<file path="config.mk">
export PLATFORM = sky130hd
export DESIGN_NAME = vga_timing_gen
export DESIGN_NICKNAME = d
export VERILOG_FILES = /design/src/rtl/vga_pkg.sv /design/src/rtl/sync_delay_line.sv /design/src/rtl/vga_timing_gen.sv
export SDC_FILE = /design/constraint.sdc
export NUM_CORES = 1
export LEC_CHECK = 0
export CORE_UTILIZATION = 41
export CTS_BUF_LIST = sky130_fd_sc_hd__clkbuf_16
export DETAILED_ROUTE_END_ITERATION = 10
export PLACE_DENSITY = 0.74
export SYNTH_ARGS = -nofsm -noshare
export SYNTH_HDL_FRONTEND = slang
export SYNTH_SLANG_ARGS = --single-unit
export TNS_END_PERCENT = 30
</file>
<file path="constraint.sdc">
create_clock -name clk -period 2 [get_ports clk]
set_clock_uncertainty 0.15 [all_clocks]
set_input_delay 0.3 -clock clk [delete_from_list [all_inputs] [get_ports clk]]
set_output_delay 0.3 -clock clk [all_outputs]
set_load 0.02 [all_outputs]
</file>
<file path="src/rtl/vga_pkg.sv">
// Shared timing constants and helpers for the 1280x1024@60 Hz raster generator.
// The default raster is 1688 clocks per line and 1066 lines per frame.
package vga_pkg;

    localparam int H_VISIBLE = 1280;
    localparam int H_FRONT   = 48;
    localparam int H_SYNC    = 112;
    localparam int H_BACK    = 248;
    localparam int H_TOTAL   = H_VISIBLE + H_FRONT + H_SYNC + H_BACK;

    localparam int V_VISIBLE = 1024;
    localparam int V_FRONT   = 1;
    localparam int V_SYNC    = 3;
    localparam int V_BACK    = 38;
    localparam int V_TOTAL   = V_VISIBLE + V_FRONT + V_SYNC + V_BACK;

    localparam int H_SYNC_START = H_VISIBLE + H_FRONT;
    localparam int H_SYNC_END   = H_SYNC_START + H_SYNC;
    localparam int V_SYNC_START = V_VISIBLE + V_FRONT;
    localparam int V_SYNC_END   = V_SYNC_START + V_SYNC;

    localparam int RGB_W = 24;
    localparam int CNT_W = 11;

    typedef logic [RGB_W-1:0] rgb24_t;

    typedef struct packed {
        logic hsync;
        logic vsync;
        logic valid;
    } sync_bus_t;

    // True when lo <= cnt < hi.
    function automatic logic in_window(input logic [CNT_W-1:0] cnt, input int lo, input int hi);
        return (int'(cnt) >= lo) && (int'(cnt) < hi);
    endfunction

endpackage

</file>
<file path="src/rtl/sync_delay_line.sv">
// Fixed-depth shift register with asynchronous clear to a programmable value.
// Exposes the last stage and the value that feeds it, so a sibling register can sit alongside the last stage.
module sync_delay_line #(
    parameter int               WIDTH = 3,
    parameter int               DEPTH = 3,
    parameter logic [WIDTH-1:0] INIT  = '0
) (
    input  logic             clk,
    input  logic             reset,
    input  logic [WIDTH-1:0] din,
    output logic [WIDTH-1:0] tap,
    output logic [WIDTH-1:0] dout
);

    logic [WIDTH-1:0] stage_q [DEPTH];

    always_ff @(posedge clk or negedge reset) begin
        if (!reset) begin
            for (int i = 0; i < DEPTH; i++) begin
                stage_q[i] <= INIT;
            end
        end else begin
            stage_q[0] <= din;
            for (int i = 1; i < DEPTH; i++) begin
                stage_q[i] <= stage_q[i-1];
            end
        end
    end

    // tap is what the last stage captures on the next edge.
    if (DEPTH == 1) begin : g_tap_din
        assign tap = din;
    end else begin : g_tap_stage
        assign tap = stage_q[DEPTH-2];
    end

    assign dout = stage_q[DEPTH-1];

endmodule

</file>
<file path="src/rtl/vga_timing_gen.sv">
// Free-running raster counters with coordinate/sync decode, plus an output stage that
// re-aligns sync/blank with the display pipeline's RGB and blacks out the non-visible area.
module vga_timing_gen #(
    parameter int H_VISIBLE  = vga_pkg::H_VISIBLE,
    parameter int H_FRONT    = vga_pkg::H_FRONT,
    parameter int H_SYNC     = vga_pkg::H_SYNC,
    parameter int H_BACK     = vga_pkg::H_BACK,
    parameter int V_VISIBLE  = vga_pkg::V_VISIBLE,
    parameter int V_FRONT    = vga_pkg::V_FRONT,
    parameter int V_SYNC     = vga_pkg::V_SYNC,
    parameter int V_BACK     = vga_pkg::V_BACK,
    parameter bit SYNC_POL   = 1'b1,
    parameter int PIPE_DELAY = 3
) (
    input  logic                      clk,
    input  logic                      reset,
    output logic [10:0]               x,
    output logic [9:0]                y,
    output logic                      valid,
    output logic                      vsync,
    output logic                      frame_start,
    input  logic [vga_pkg::RGB_W-1:0] rgb_in,
    output logic                      hsync_o,
    output logic                      vsync_o,
    output logic                      blank_n_o,
    output logic [vga_pkg::RGB_W-1:0] rgb_o
);

    import vga_pkg::*;

    localparam int LINE_TOTAL  = H_VISIBLE + H_FRONT + H_SYNC + H_BACK;
    localparam int FRAME_TOTAL = V_VISIBLE + V_FRONT + V_SYNC + V_BACK;
    localparam int HS_START    = H_VISIBLE + H_FRONT;
    localparam int HS_END      = HS_START + H_SYNC;
    localparam int VS_START    = V_VISIBLE + V_FRONT;
    localparam int VS_END      = VS_START + V_SYNC;

    logic [CNT_W-1:0] hcount;
    logic [CNT_W-1:0] vcount;
    logic             running;
    logic             h_last;
    logic             v_last;

    assign h_last = (hcount == CNT_W'(LINE_TOTAL - 1));
    assign v_last = (vcount == CNT_W'(FRAME_TOTAL - 1));

    // The first edge after reset only arms the raster, so (0,0) is presented as a live pixel.
    always_ff @(posedge clk or negedge reset) begin
        if (!reset) begin
            hcount  <= '0;
            vcount  <= '0;
            running <= 1'b0;
        end else if (!running) begin
            running <= 1'b1;
        end else if (h_last) begin
            hcount <= '0;
            vcount <= v_last ? '0 : vcount + CNT_W'(1);
        end else begin
            hcount <= hcount + CNT_W'(1);
        end
    end

    logic      hsync_act;
    logic      vsync_act;
    logic      hsync;
    sync_bus_t sync_now;
    sync_bus_t sync_tap;
    sync_bus_t sync_out;

    assign hsync_act = in_window(hcount, HS_START, HS_END);
    assign vsync_act = in_window(vcount, VS_START, VS_END);
    assign hsync     = SYNC_POL ? hsync_act : !hsync_act;

    assign x           = hcount;
    assign y           = vcount[9:0];
    assign valid       = running && in_window(hcount, 0, H_VISIBLE) && in_window(vcount, 0, V_VISIBLE);
    assign vsync       = SYNC_POL ? vsync_act : !vsync_act;
    assign frame_start = running && (hcount == '0) && (vcount == '0);

    assign sync_now = '{hsync: hsync, vsync: vsync, valid: valid};

    sync_delay_line #(
        .WIDTH ($bits(sync_bus_t)),
        .DEPTH (PIPE_DELAY),
        .INIT  ({!SYNC_POL, !SYNC_POL, 1'b0})
    ) u_sync_delay (
        .clk   (clk),
        .reset (reset),
        .din   (sync_now),
        .tap   (sync_tap),
        .dout  (sync_out)
    );

    // RGB register shares the edge of the last delay stage so blank and colour flip together.
    always_ff @(posedge clk or negedge reset) begin
        if (!reset) begin
            rgb_o <= '0;
        end else begin
            rgb_o <= sync_tap.valid ? rgb_in : '0;
        end
    end

    assign hsync_o   = sync_out.hsync;
    assign vsync_o   = sync_out.vsync;
    assign blank_n_o = sync_out.valid;

endmodule

</file>
==> results.json, run 1 <==
{
  "outcome": "finished, violations left",
  "violations": "negative setup slack",
  "ys_types": 37,
  "synth_area_um2": 2410,
  "crit_chain": "or4_4, buf_6, or4_4, a2bb2o_4, nor2_2",
  "tritoncts": "done",
  "drtIter0Drc": 82,
  "ant_nets": 0,
  "yosys.area.top_type": "dfrtp_1",
  "yosysTopAreaCellShare_pct": 58.2,
  "antenna_found_initial": 0,
  "arrival_ns": 2.15,
  "timing.critical_path.to_type": "flip-flop",
  "core-area_um2": 5570,
  "critPathMostFrequentCell": "or4_4",
  "clk_latency_ns": 0.28,
  "synthArstFlopShare_pct": 100,
  "max_freq_ghz": 0.472,
  "powerDensity_nw_per_um2": 772,
  "slowest_delay_ns": 0.57,
  "grt_pass1_vias": 1777,
  "gp_congestion": 0.779,
  "ys_ff_latch": 56,
  "synth_most_common_cell": "dfrtp_1",
  "crit_slowest_cell": "or4_4",
  "worstSetupStartpointType": "flip-flop",
  "fin_crit_ns": 2.12,
  "num_rows": 27,
  "io_buffers": 76,
  "yosysWarningCount": 0,
  "crit_type": "flip-flop to flip-flop",
  "syn_to_final_growth_pct": 52.0,
  "avgSynthCellArea_um2": 11.7,
  "grt_max_degree": 26,
  "drive_gt1_share_pct": 24.0,
  "fillers": 430,
  "die_width_um": 78.6,
  "cpLargestDelayFamily": "simple AND/OR/NAND/NOR gates",
  "dpl.cell_count": 373,
  "routed_via_density": 4.82,
  "vias": 1851,
  "root_buffer": "clkbuf_16",
  "hold_viol": 0,
  "cts_max_level": 2,
  "die-area_um2": 6180,
  "dp_hpwl_um": 3910,
  "synth_common_cells": "dfrtp_1, and2_1, nor2_1",
  "drc": 0,
  "required_ns": 2.03,
  "start_util_pct": 43.2,
  "routed_wl_um": 5190,
  "finalPower_w": 0.00282,
  "worst_slack_ns": -0.120,
  "cts_sinks": 56,
  "whs_ns": 0.203,
  "cp_max_fo": 5,
  "final_cells": 384,
  "final_nets": 342,
  "rsz0062_at_grt": "true",
  "syn_nets": 236,
  "min_path_type": "flip-flop to flip-flop",
  "die_h_um": 78.6,
  "cts_buffers": 5,
  "irDropWorstVdd_v": 0.000365,
  "synth-edff-count": 0,
  "power_leakage_nw": 1.67,
  "fin_crit_sh_pct": 106,
  "final-setup-viol-count": 13,
  "clk_pin_slew_ns": 0.07,
  "firstDrtPassIters": 4,
  "diodes": 0,
  "overflow": 0,
  "synthCells": 205,
  "synthFlopType": "dfrtp_1",
  "grt_pass1_wl_um": 8400,
  "dpl_worst_slack_ns": -0.314,
  "grt_usage_pct": 17.6,
  "clock_path_buffers": 2,
  "io_pins": 77,
  "path_buf_inv": 1,
  "maxCapViolCount": 0,
  "wire_per_inst_um": 13.5,
  "slew_violations": 0,
  "yosysSeqAreaShare_pct": 58.2,
  "synth_area_leaders": "dfrtp_1, and2_1, buf_4"
}
-- layer usage --
metal	vias up	routed length, µm	global-route usage, %
li1	894	-	-
met1	890	2270	22.0
met2	65	2570	30.5
met3	2	327	3.95
met4	0	24	4.44
met5	-	0	0
-- worst paths after layout --
kind / end / from / depth (start not counted) / slack, ns
max: vcount[10] / x[5] / 5 / -0.12
min: u_sync_delay.dout[2] / u_sync_delay.tap[2] / 0 / 0.20
max reg2reg: vcount[10] / x[5] / 5 / -0.12
min reg2reg: u_sync_delay.dout[2] / u_sync_delay.tap[2] / 0 / 0.20
max in group asynchronous: u_sync_delay.stage_q[8] / reset / 3 / 0.71
min in group asynchronous: rgb_o[17] / reset / 2 / 0.35
-- flip-flops by register name, indices dropped and copies added (netlist names) --
register / cells
u_sync_delay.stage_q: 3
u_sync_delay.dout: 3
rgb_o: 24
vcount: 11
u_sync_delay.tap: 3
running: 1
x: 11
-- layout make-up --
type / count / area (µm²) / area share, %
well taps: 72 / 90.1 / 2.46
multi-input cells: 124 / 918 / 25.1
clock inverters: 3 / 22.5 / 0.616
clock buffers: 5 / 125 / 3.42
inverters: 7 / 26.3 / 0.719
repair buffers: 117 / 1070 / 29.3
flip-flops and latches: 56 / 1400 / 38.4
-- cell usage in the layout (no fill, tap or decap), types with 3 or more instances in the layout --
| master | count |
|---|---|
| buf_4 | 40 |
| ha_1 | 5 |
| nand2_1 | 10 |
| nor2_1 | 11 |
| nand3_2 | 4 |
| nand4_1 | 10 |
| o21ai_0 | 3 |
| nor2_2 | 3 |
| a31oi_1 | 3 |
| or4_4 | 3 |
| xor2_1 | 4 |
| xnor2_1 | 7 |
| and4_1 | 4 |
| dfrtp_1 | 54 |
| nand3_1 | 7 |
| o21ai_1 | 3 |
| clkbuf_16 | 5 |
| clkdlybuf4s50_1 | 72 |
| inv_1 | 7 |
| and2_1 | 25 |
-- power by group --
group          leakage [nW]  switching [W]  internal, W  total (W)
Combinational         0.864       0.000360     0.000367   0.000727
Clock                0.0742       0.000380     0.000468   0.000849
Sequential            0.734      0.0000379      0.00121    0.00125
Total                  1.67       0.000778      0.00205    0.00282
-- metrics by stage --
stage                     util [%]  setup TNS [ns]  instance area, µm²
after floorplan                  -          -0.405                2440
after global placement        61.5          -0.884                3430
after detailed placement      61.5          -0.966                3430
after CTS                     64.7           -1.21                3610
after global routing          65.6           -1.95                3660
final                         65.6          -0.686                3660
-- cells by family after synthesis --
family | after synthesis | synth area share [%]
xor+xnor | 12 | 4.68
compound gates | 15 | 4.00
simple gates | 89 | 22.6
other cells | 1 | 0.156
flops | 56 | 58.2
mux | 2 | 0.884
fa+ha+maj | 5 | 2.60
buf+inv | 25 | 6.86
-- timing repair --
item / CTS / global route
resized for setup: 15 / 12
hold endpoints to repair: 18 / 0
cloned: 0 / 0
pin swaps: 0 / 3
hold buffers: 1 / 0
buffers inserted: 0 / 2
setup endpoints to repair: 15 / 18
Power figures use the tool's default switching activity.
==> inputs of run 2 (changes only) <==
- CELL_PAD_IN_SITES_DETAIL_PLACEMENT: not set -> 1
- CELL_PAD_IN_SITES_GLOBAL_PLACEMENT: not set -> 1
- CORE_UTILIZATION: 41 -> 32
- PLACE_DENSITY: 0.74 -> 0.75
- SLEW_MARGIN: not set -> 20
==> run 2 against run 1 <==
Compared with the run above:
- the flow still finishes with violations (negative setup slack)
- sequential power barely moved
- total power is 1.6% higher
- clock power grew 2.9%
- routed wire length grew 22%
- global-route usage down 0.42 points
- critical path type is now flip-flop to output port
- critical endpoint is now frame_start
- largest power group unchanged
==> results.json, run 2 (synthesis results as in run 1) <==
{
  "outcome": "finished, violations left",
  "violations": "negative setup slack",
  "hold_end": "u_sync_delay.dout[1]",
  "global_route.usage.met1_pct": 20.7,
  "clk_latency_ns": 0.29,
  "cts_sinks": 56,
  "routed_via_density": 4.65,
  "grt_pass1_vias": 2005,
  "clk_pin_slew_ns": 0.07,
  "final_nets": 338,
  "antenna_found_initial": 0,
  "clock_path_buffers": 2,
  "ant_nets": 0,
  "dpl.cell_count": 397,
  "die_width_um": 88.7,
  "ff2ff_path_depth": 5,
  "grt_use_met2_pct": 29.7,
  "worst_hold_path.num_cells": 0,
  "final-setup-viol-count": 12,
  "max_freq_ghz": 0.466,
  "power_frac_seq_pct": 44.0,
  "fin_crit_ns": 2.14,
  "drive_gt1_share_pct": 24.0,
  "whs_ns": 0.201,
  "io_buffers": 76,
  "wire_per_inst_um": 15.5,
  "internal_power_w": 0.00204,
  "min_path_type": "flip-flop to flip-flop",
  "overflow": 0,
  "slew_violations": 0,
  "largest_register_ffs": 24,
  "final_cell_mix": "clkdlybuf4s50_1, dfrtp_1, buf_4, and2_1",
  "r2r_setup_slack_ns": -0.13,
  "drc": 0,
  "powerDensity_nw_per_um2": 778,
  "root_buffer": "clkbuf_16",
  "die-area_um2": 7870,
  "slew_headroom_pct": 56.1,
  "worstMarginPinSlew_ns": 0.659,
  "timing.critical_path.to_type": "output port",
  "p_clk_share_pct": 30.5,
  "power_leakage_nw": 1.67,
  "rsz0062_at_grt": "true",
  "diodes": 0,
  "num_rows": 31,
  "syn_to_final_growth_pct": 53.3,
  "tritoncts": "done",
  "routed_wl_um": 6310,
  "arrival_ns": 1.69,
  "switching_share_pct": 28.7,
  "hp-start": "u_sync_delay.tap[1]",
  "cp_max_fo": 2,
  "final_cells": 407,
  "hold_viol": 0,
  "worstSetupStartpointType": "flip-flop",
  "start_util_pct": 33.2,
  "power_frac_comb_pct": 25.6,
  "layout_commonest_cell": "clkdlybuf4s50_1",
  "crit_type": "flip-flop to output port",
  "p_sw_w": 0.000823,
  "r2r-start": "x[5]",
  "grt.met3_usage_pct": 4.01,
  "drtIter0Drc": 65,
  "cts_max_level": 2,
  "worst_slack_ns": -0.144,
  "cts_buffers": 5,
  "top_register": "rgb_o",
  "io_pins": 77,
  "grt_pass1_wl_um": 10100,
  "required_ns": 1.55,
  "grt_max_degree": 30,
  "maxCapViolCount": 0,
  "worstReg2RegEnd": "vcount[10]",
  "vias": 1894,
  "busiest_layer": "met2",
  "grt_usage_pct": 17.2,
  "core-area_um2": 7250,
  "die_h_um": 88.7,
  "irDropWorstVdd_v": 0.000414,
  "fin_crit_sh_pct": 107,
  "firstDrtPassIters": 4,
  "gp_congestion": 0.818,
  "dp_hpwl_um": 4700
}
==> run 2: final cells by class <==
| cell class | instances | area (µm²) |
|---|---|---|
| Tap cell | 99 | 124 |
| Multi-Input combinational cell | 124 | 945 |
| Clock inverter | 3 | 22.5 |
| Sequential cell | 56 | 1410 |
| Timing Repair Buffer | 113 | 1040 |
| Clock buffer | 5 | 125 |
| Fill cell | 785 | 3570 |
| Inverter | 7 | 26.3 |
==> run 2: power groups by stage <==
| stage | Clock (W) | Sequential [W] | Combinational, W |
|---|---|---|---|
| after floorplan | 0 | 0.00139 | 0.000212 |
| after global placement | 0 | 0.00127 | 0.000685 |
| after detailed placement | 0 | 0.00127 | 0.000695 |
| after CTS | 0.000896 | 0.00125 | 0.000720 |
| after global routing | 0.000943 | 0.00127 | 0.000792 |
| final | 0.000874 | 0.00126 | 0.000733 |
==> run 2: timing repair <==
item | CTS | global route
endpoints found under the setup margin | 17 | 19
resized for setup | 15 | 18
gates cloned | 0 | 0
setup buffers | 0 | 1
pin swaps | 2 | 8
hold buffers | 1 | 0
endpoints found under the hold margin | 28 | 0
==> run 2: worst max-delay path, stage by stage, from the launching register on <==
cell and delay (ns):
dfrtp_2 0.40, or4_4 0.57, nor4_4 0.24, buf_4 0.18
==> run 2: worst max-delay path by stage <==
stage | start | end | slack (ns) | cells after the start
after floorplan | x[5] | vcount[10] | -0.10 | 5
after global placement | x[0] | frame_start | -0.38 | 6
after detailed placement | x[0] | frame_start | -0.39 | 6
after CTS | x[5] | frame_start | -0.15 | 3
after global routing | x[5] | frame_start | -0.20 | 3
final | x[5] | frame_start | -0.14 | 3
==> run 2: through the flow <==
stage,setup WS (ns),cell area (µm²),power [W],util [%],setup TNS [ns]
floorplan,-0.103,2440,0.00160,-,-0.405
global route,-0.201,3690,0.00301,50.8,-1.70
CTS,-0.147,3640,0.00287,50.2,-1.39
finish,-0.144,3690,0.00287,50.8,-0.903
detailed placement,-0.391,3450,0.00197,47.6,-1.19
global placement,-0.380,3450,0.00195,47.6,-0.960
==> run 2: metal layers <==
metal	vias up	part of all wire, %
met1	923	43
met2	70	49
met4	0	2.1
li1	889	-
met5	-	0
met3	12	6.5
==> patch: new RTL, settings of run 2 <==
Make the reset (`reset`) synchronous in 3 clocked blocks. Comments in the files are not updated.
--- a/src/rtl/sync_delay_line.sv
+++ b/src/rtl/sync_delay_line.sv
@@ -16,3 +16,3 @@
 
-    always_ff @(posedge clk or negedge reset) begin
+    always_ff @(posedge clk) begin
         if (!reset) begin
--- a/src/rtl/vga_timing_gen.sv
+++ b/src/rtl/vga_timing_gen.sv
@@ -47,3 +47,3 @@
     // The first edge after reset only arms the raster, so (0,0) is presented as a live pixel.
-    always_ff @(posedge clk or negedge reset) begin
+    always_ff @(posedge clk) begin
         if (!reset) begin
@@ -94,3 +94,3 @@
     // RGB register shares the edge of the last delay stage so blank and colour flip together.
-    always_ff @(posedge clk or negedge reset) begin
+    always_ff @(posedge clk) begin
         if (!reset) begin
Function: differs if reset is asserted again (counterexample within 4 cycles, from zero or initial values and one cycle with reset low); with reset held inactive, the same outputs for 10 cycles.
==> patch against run 2 <==
Final area down 9.0%; synthesized cell count up 11%; sequential cell count unchanged; core utilization up 1.1 points; the run still ends with negative setup slack left; global-route usage up 0.49 points; wire length down 1.0%; critical endpoint unchanged; synthesized area down 9.1%; setup slack worse by 0.0072 ns; critical path type unchanged.
Power is not compared: it rests on default switching activity, and its combinational part moved more than twofold at a synthesized area within 25%.
==> patch: results (changes against run 2) <==
total vias in the final route 1971 (+4.1%); failing checks negative setup slack; total met3 wirelength after detailed routing 183 um (-56%); global-route met2 utilization 0.327 (+0.0295); synth top area cells sky130_fd_sc_hd__dfxtp_1 (51%), sky130_fd_sc_hd__and3_1 (7.2%), sky130_fd_sc_hd__and2_1 (3.4%); status complete, but fails checks; final worst-path setup slack -0.152 ns (-0.00715 ns); final net count 354 (+4.7%); master of the slowest instance on the critical path sky130_fd_sc_hd__or4_1; number of iterations in the first detailed-routing pass 6 (+2); largest stage delay on the critical path 0.52 ns (-0.05 ns); fillcell total 729 (-7.1%); asr flop ratio synth 0 (-1.00); Final Wtd Congestion 0.736 (-10%); maximum number of pins on one net before global-route repair 40 (+33%); met1 routing resource usage after global routing 0.199 (-0.00805); sequential element share of the synthesized area 0.513 (-0.0698); area occupied by registers 1120 um2 (-20%); wire length of the first global-routing pass 9780 um (-3.1%); setup violation total in the final timing report 10 (-2); final wirelength 6250 um (-1.0%); fraction of area in clock buffers and inverters 0.0436 (+0.00358); total length of routed met2 wires 3230 um (+5.4%); Post-Place Worst Slack -0.452 ns (-0.0604 ns); Signal buffers 109 (-3.5%); syn_area_per_cell 9.63 um2 (-18%); HPWL after DPL 4610 um (-1.9%)
## patch: cell types whose count changed after synthesis, sizes merged, moves of 8 or more
cell   before  now
or3         0    8
and3        1   25
and2       27   12
dfxtp       0   56
dfrtp      56    0
## patch: what timing repair did
item,CTS,global route
setup endpoints to repair,12,11
hold buffers,0,0
pin swaps,5,1
gates resized for setup,15,3
cloned,0,0
## patch: kinds of logic after synthesis
family	synth area share
DFF	0.513
adders and majority gates	0.0286
xor gates and xnor gates	0.0400
AOI/OAI and AO/OA	0.0738
buffers and inverters	0.0618
and+or+nand+nor	0.279
muxes	0.00458
## patch: path summary, 6_finish.rpt
path	startpoint	slack (ns)	depth (start not counted)	to
max	x[2]	-0.15	4	frame_start
min	u_sync_delay.stage_q[0][1]	0.29	1	u_sync_delay.stage_q[0][4]
max reg2reg	vcount[9]	-0.04	5	vcount[6]
min reg2reg	u_sync_delay.stage_q[0][1]	0.29	1	u_sync_delay.stage_q[0][4]
